File: config.mk
export PLATFORM = sky130hd
export DESIGN_NAME = ppm_encoder
export DESIGN_NICKNAME = d
export VERILOG_FILES = /design/src/rtl/ppm_encoder.sv
export SDC_FILE = /design/constraint.sdc
export NUM_CORES = 1
export LEC_CHECK = 0
export CELL_PAD_IN_SITES_DETAIL_PLACEMENT = 1
export CELL_PAD_IN_SITES_GLOBAL_PLACEMENT = 1
export CORE_UTILIZATION = 37
export DETAILED_ROUTE_END_ITERATION = 8
export PLACE_DENSITY = 0.89
export SLEW_MARGIN = 0
export SYNTH_ARGS = -nofsm -noshare
export SYNTH_HDL_FRONTEND = slang
export SYNTH_SLANG_ARGS = --single-unit
export TNS_END_PERCENT = 100
File: constraint.sdc
create_clock -name clk -period 4 [get_ports clk]
set_input_delay 0.4 -clock clk [delete_from_list [all_inputs] [get_ports clk]]
set_output_delay 0.4 -clock clk [all_outputs]
set_load 0.03 [all_outputs]
File: src/rtl/ppm_encoder.sv
// PPM encoder: fetches bytes from a source FIFO, slices each byte MSB-first into
// SYM_BITS-wide symbols and writes one timed pulse word per symbol to a pulse FIFO.
module ppm_encoder #(
    parameter int SYM_BITS = 4
) (
    input  logic        clk,
    input  logic        rst,
    input  logic        enable,
    input  logic [15:0] coarse_offset,
    input  logic        data_fifo_empty,
    input  logic [7:0]  data_fifo_data,
    output logic        data_fifo_read,
    input  logic        pulse_fifo_full,
    output logic        pulse_fifo_wr_en,
    output logic [31:0] pulse_fifo_wr_data,
    output logic [31:0] symbols_sent,
    output logic        busy,
    output logic [7:0]  state_out
);

    localparam int         NUM_SYMS = 8 / SYM_BITS;
    localparam logic [3:0] LAST_IDX = 4'(NUM_SYMS - 1);

    typedef enum logic [1:0] {
        IDLE   = 2'd0,
        RD_REQ = 2'd1,
        LATCH  = 2'd2,
        EMIT   = 2'd3
    } state_e;

    state_e      state_q, state_d;
    logic        read_q, read_d;
    logic        wr_en_q, wr_en_d;
    logic [31:0] wr_data_q, wr_data_d;
    logic [31:0] count_q, count_d;
    logic [7:0]  shift_q, shift_d;
    logic [3:0]  idx_q, idx_d;

    logic [7:0]  sym;
    logic [15:0] coarse;
    logic [31:0] word;

    // The upper nibble of a symbol spills into the coarse delay; the lower nibble is the fine delay.
    always_comb begin
        sym    = shift_q >> (8 - SYM_BITS);
        coarse = coarse_offset + {12'b0, sym[7:4]};
        word   = {8'h01, coarse, 4'b0, sym[3:0]};
    end

    always_ff @(posedge clk or negedge rst) begin
        if (!rst) begin
            state_q   <= IDLE;
            read_q    <= 1'b0;
            wr_en_q   <= 1'b0;
            wr_data_q <= '0;
            count_q   <= '0;
            shift_q   <= '0;
            idx_q     <= '0;
        end else begin
            state_q   <= state_d;
            read_q    <= read_d;
            wr_en_q   <= wr_en_d;
            wr_data_q <= wr_data_d;
            count_q   <= count_d;
            shift_q   <= shift_d;
            idx_q     <= idx_d;
        end
    end

    always_comb begin
        state_d   = state_q;
        read_d    = 1'b0;
        wr_en_d   = 1'b0;
        wr_data_d = wr_data_q;
        count_d   = count_q;
        shift_d   = shift_q;
        idx_d     = idx_q;

        case (state_q)
            IDLE: begin
                if (enable && !data_fifo_empty) begin
                    read_d  = 1'b1;
                    state_d = RD_REQ;
                end
            end
            RD_REQ: begin
                state_d = LATCH;
            end
            LATCH: begin
                shift_d = data_fifo_data;
                idx_d   = '0;
                state_d = EMIT;
            end
            EMIT: begin
                // A full pulse FIFO freezes the byte in place so no symbol is lost or repeated.
                if (!pulse_fifo_full) begin
                    wr_en_d   = 1'b1;
                    wr_data_d = word;
                    shift_d   = shift_q << SYM_BITS;
                    idx_d     = idx_q + 4'd1;
                    count_d   = count_q + 32'd1;
                    if (idx_q == LAST_IDX) begin
                        state_d = IDLE;
                    end
                end
            end
            default: begin
                state_d   = IDLE;
                wr_data_d = '0;
                count_d   = '0;
                shift_d   = '0;
                idx_d     = '0;
            end
        endcase
    end

    assign data_fifo_read     = read_q;
    assign pulse_fifo_wr_en   = wr_en_q;
    assign pulse_fifo_wr_data = wr_data_q;
    assign symbols_sent       = count_q;
    assign busy               = (state_q != IDLE);
    assign state_out          = {6'b0, state_q};

endmodule

==> impl_metrics.ini <==
[pwr]
ir_drop_v = 0.0003457
p_leak_nw = 1.946
power_density_nw_per_um2 = 622.7

[logic_synthesis]
synthSimpleGateAreaFrac_pct = 22.12
ys.flop_type = dfrtp_1
ys_seq_area_share_pct = 54.50
synth_edf_count = 0
synth_top_cell_by_area = dfrtp_1
async_reset_ff_share_pct = 100.0
synth_area_um2 = 3168
synth_mux_area_share_pct = 1.619
yosysWarnings = 0
synthDistinctLibCells = 37
synthCells = 303
synth_area_leaders = dfrtp_1 (55%), nand2_1 (9.1%), xnor2_1 (5.8%)
synth_compound_area_share_pct = 4.147
synth_top_family_by_area = simple AND/OR/NAND/NOR gates
synth_xor_area_share_pct = 8.570
syn-mean-instance-area_um2 = 10.46
synth_fa_ha_area_share_pct = 2.370
synth-seq-cells = 69
synth_top_area_share_pct = 54.50

[worst_setup_path]
cpPeakStageDelay_ps = 470
crit_arrival_ps = 2930
crit_type = reg2reg
r2r_cells = 6
cp.depth = 6
worstPathRequired_ps = 4280
slowest_stage = clkinv_1
crit_buf_inv = 2
critical_path.max_fanout = 15
cp-end-kind = register
cp_cell_sequence = ha_1, nand2b_1, clkinv_1, buf_4, nor2_1, a22o_1
start_kind = register
path_delay_family = buffers and inverters

[sta]
tightestPinTransition_ps = 1177
fin_skew_ps = 13.60
relSlewSlack_pct = 21.55
finalHoldViolations = 0
worst_slack_ps = 1342
fin_tns_setup_ps = 0
min_period_over_period_pct = 66.44
rsz0062_at_grt = no
finalCriticalPeriod_ps = 2658
setup_violations = 0
fmax_ghz = 0.3763
drv_slew = 0

[global_route]
grt-ovfl-total = 0
gr-usage-all-layers_pct = 19.52
grt_max_degree = 52
antenna_found_initial = 0
grt_pass1_wl_um = 13150
grt_pass1_vias = 2544

[layout]
area_delta_synth_final_pct = 34.00
finalNonFillerCells = 501
nets = 426
multi_input_area_um2 = 1294
seqCellArea_um2 = 1727
n_antenna_cell = 0
fin_util_pct = 51.41
fill_cells = 927
final_layout_size_suffix_gt1_share_pct = 7.071

[cts]
postCtsSetupRepairBufs = 0
clk_latency_ps = 350
root_buffer = clkbuf_8
cts.clk_slew.worst_paths_ps = 70
h-tree-depth = 3
cts_buffers = 9
hold_buffers = 0
cts_buffer_depth = 2
cts_tree = yes
cts_sinks = 69
cts_resized = 0

[route]
drt_iter0_drc = 94
via_count = 2452
wl_um = 8062
avgRoutedWirePerCell_um = 16.09
drt_pass1_iterations = 4
drc_errors = 0
antenna_left = 0
vias_per_cell = 4.894

[floorplanning]
die-area_um2 = 8936
initial_core_util_pct = 38.36
die_y_um = 94.53
rows = 33
fp.coreArea_um2 = 8258
die_w_um = 94.53
io-pin-count = 104

[job]
drv_cap = 0

[placement]
io_buffers = 86
place_hpwl_um = 6038
dp_slack_ps = 997.3
routabilityCongestion = 0.7666
dp_cells = 485

[outcome]
outcome = finished clean

[worst_hold_path]
hold_class = in2async
[worst paths after layout]
check                                             startpoint                                 end  slack [ps]
setup / recovery                      state_q[0]$_DFFE_PN0P_              shift_q[2]$_DFFE_PN0P_        1340
hold / removal                                           rst        symbols_sent[14]$_DFFE_PN0P_         280
setup reg to reg                      state_q[0]$_DFFE_PN0P_              shift_q[2]$_DFFE_PN0P_        1340
hold reg to reg            pulse_fifo_wr_data[9]$_DFFE_PN0P_   pulse_fifo_wr_data[9]$_DFFE_PN0P_         480
max in group asynchronous                                rst  pulse_fifo_wr_data[22]$_DFFE_PN0P_        2810
min in group clk           pulse_fifo_wr_data[9]$_DFFE_PN0P_   pulse_fifo_wr_data[9]$_DFFE_PN0P_         480
[metrics by stage]
stage / hold slack (ps) / total power [W] / cell area (µm²)
detailed placement: 464.8 / 0.002103 / 4053
global route: 361.4 / 0.002804 / 4245
floorplan: 104.4 / 0.001658 / 3228
global placement: 455.7 / 0.002050 / 4053
CTS: 326.1 / 0.002672 / 4245
finish: 280.5 / 0.002644 / 4245
[worst register-to-register path, cell delays in order, from the launching register on]
cell      delay (ps)
dfrtp_1          430
ha_1             390
nand2b_1         460
clkinv_1         470
buf_4            330
nor2_1           320
a22o_1           200
[layout by cell type (no fill, tap or decap), types with 2 or more instances in the layout]
| cell | count |
|---|---|
| a211oi_1 | 4 |
| a21oi_1 | 5 |
| a22o_1 | 4 |
| and3_1 | 4 |
| and4_1 | 3 |
| buf_4 | 3 |
| clkbuf_1 | 2 |
| clkbuf_8 | 10 |
| clkdlybuf4s50_1 | 85 |
| clkinv_2 | 2 |
| conb_1 | 17 |
| dfrtp_1 | 69 |
| ha_1 | 6 |
| inv_1 | 5 |
| mux2i_1 | 4 |
| nand2_1 | 77 |
| nand2b_1 | 4 |
| nand3_1 | 15 |
| nand4_1 | 8 |
| nand4b_1 | 3 |
| nor2_1 | 6 |
| nor2b_1 | 5 |
| nor3_2 | 3 |
| nor4_1 | 2 |
| nor4_2 | 2 |
| o21ai_0 | 4 |
| xnor2_1 | 21 |
| xor2_1 | 10 |
[cell usage after synthesis (2+ instances only)]
cell	instances
nor4_2	2
mux2i_1	4
nor2b_1	5
nand2b_1	4
nand2_1	77
clkbuf_1	8
nand4b_1	3
o21ai_0	4
a21oi_1	5
xor2_1	10
nor2_1	6
a22o_1	4
buf_4	17
nand3_1	15
and4_1	3
xnor2_1	21
dfrtp_1	69
inv_1	5
nor4_1	2
nor3_2	3
buf_6	2
nand4_1	8
and3_1	4
ha_1	6
a211oi_1	4
[power breakdown]
part | internal [W] | switching (W) | total, W
Sequential | 0.000878 | 0.000152 | 0.00103
Clock | 0.000304 | 0.000259 | 0.000563
Combinational | 0.000430 | 0.000621 | 0.00105
[registers in the layout, summed over array words and instances, names as in the netlist]
register	count
symbols_sent	32
pulse_fifo_wr_data	21
shift_q	8
idx_q	4
state_q	2
data_fifo_read	1
pulse_fifo_wr_en	1
[logic make-up (layout without fill, tap and decap cells)]
kind of cell,Yosys count,in the layout
compound gates,19,19
xor+xnor,31,31
fa+ha+maj,6,6
buf+inv,34,111
flops,69,69
mux,5,5
other cells,1,17
simple gates,138,138
[area by class of cell]
cell class / instances / area share, %
multi-input combinational: 216 / 30.47
clock buffer: 12 / 3.419
inverter: 6 / 0.5305
timing repair buffer: 89 / 20.69
clock inverter: 4 / 1.120
sequential: 69 / 40.67
tap: 105 / 3.095
[layer usage]
metal / track usage, % / part of all wire [%] / vias to the layer above
met5: 0 / 0 / -
met3: 4.911 / 3.8 / 6
li1: - / - / 1153
met1: 22.34 / 41 / 1226
met2: 36.11 / 54 / 67
met4: 4.924 / 0.92 / 0
No activity file was read; power rests on OpenSTA's default activity.
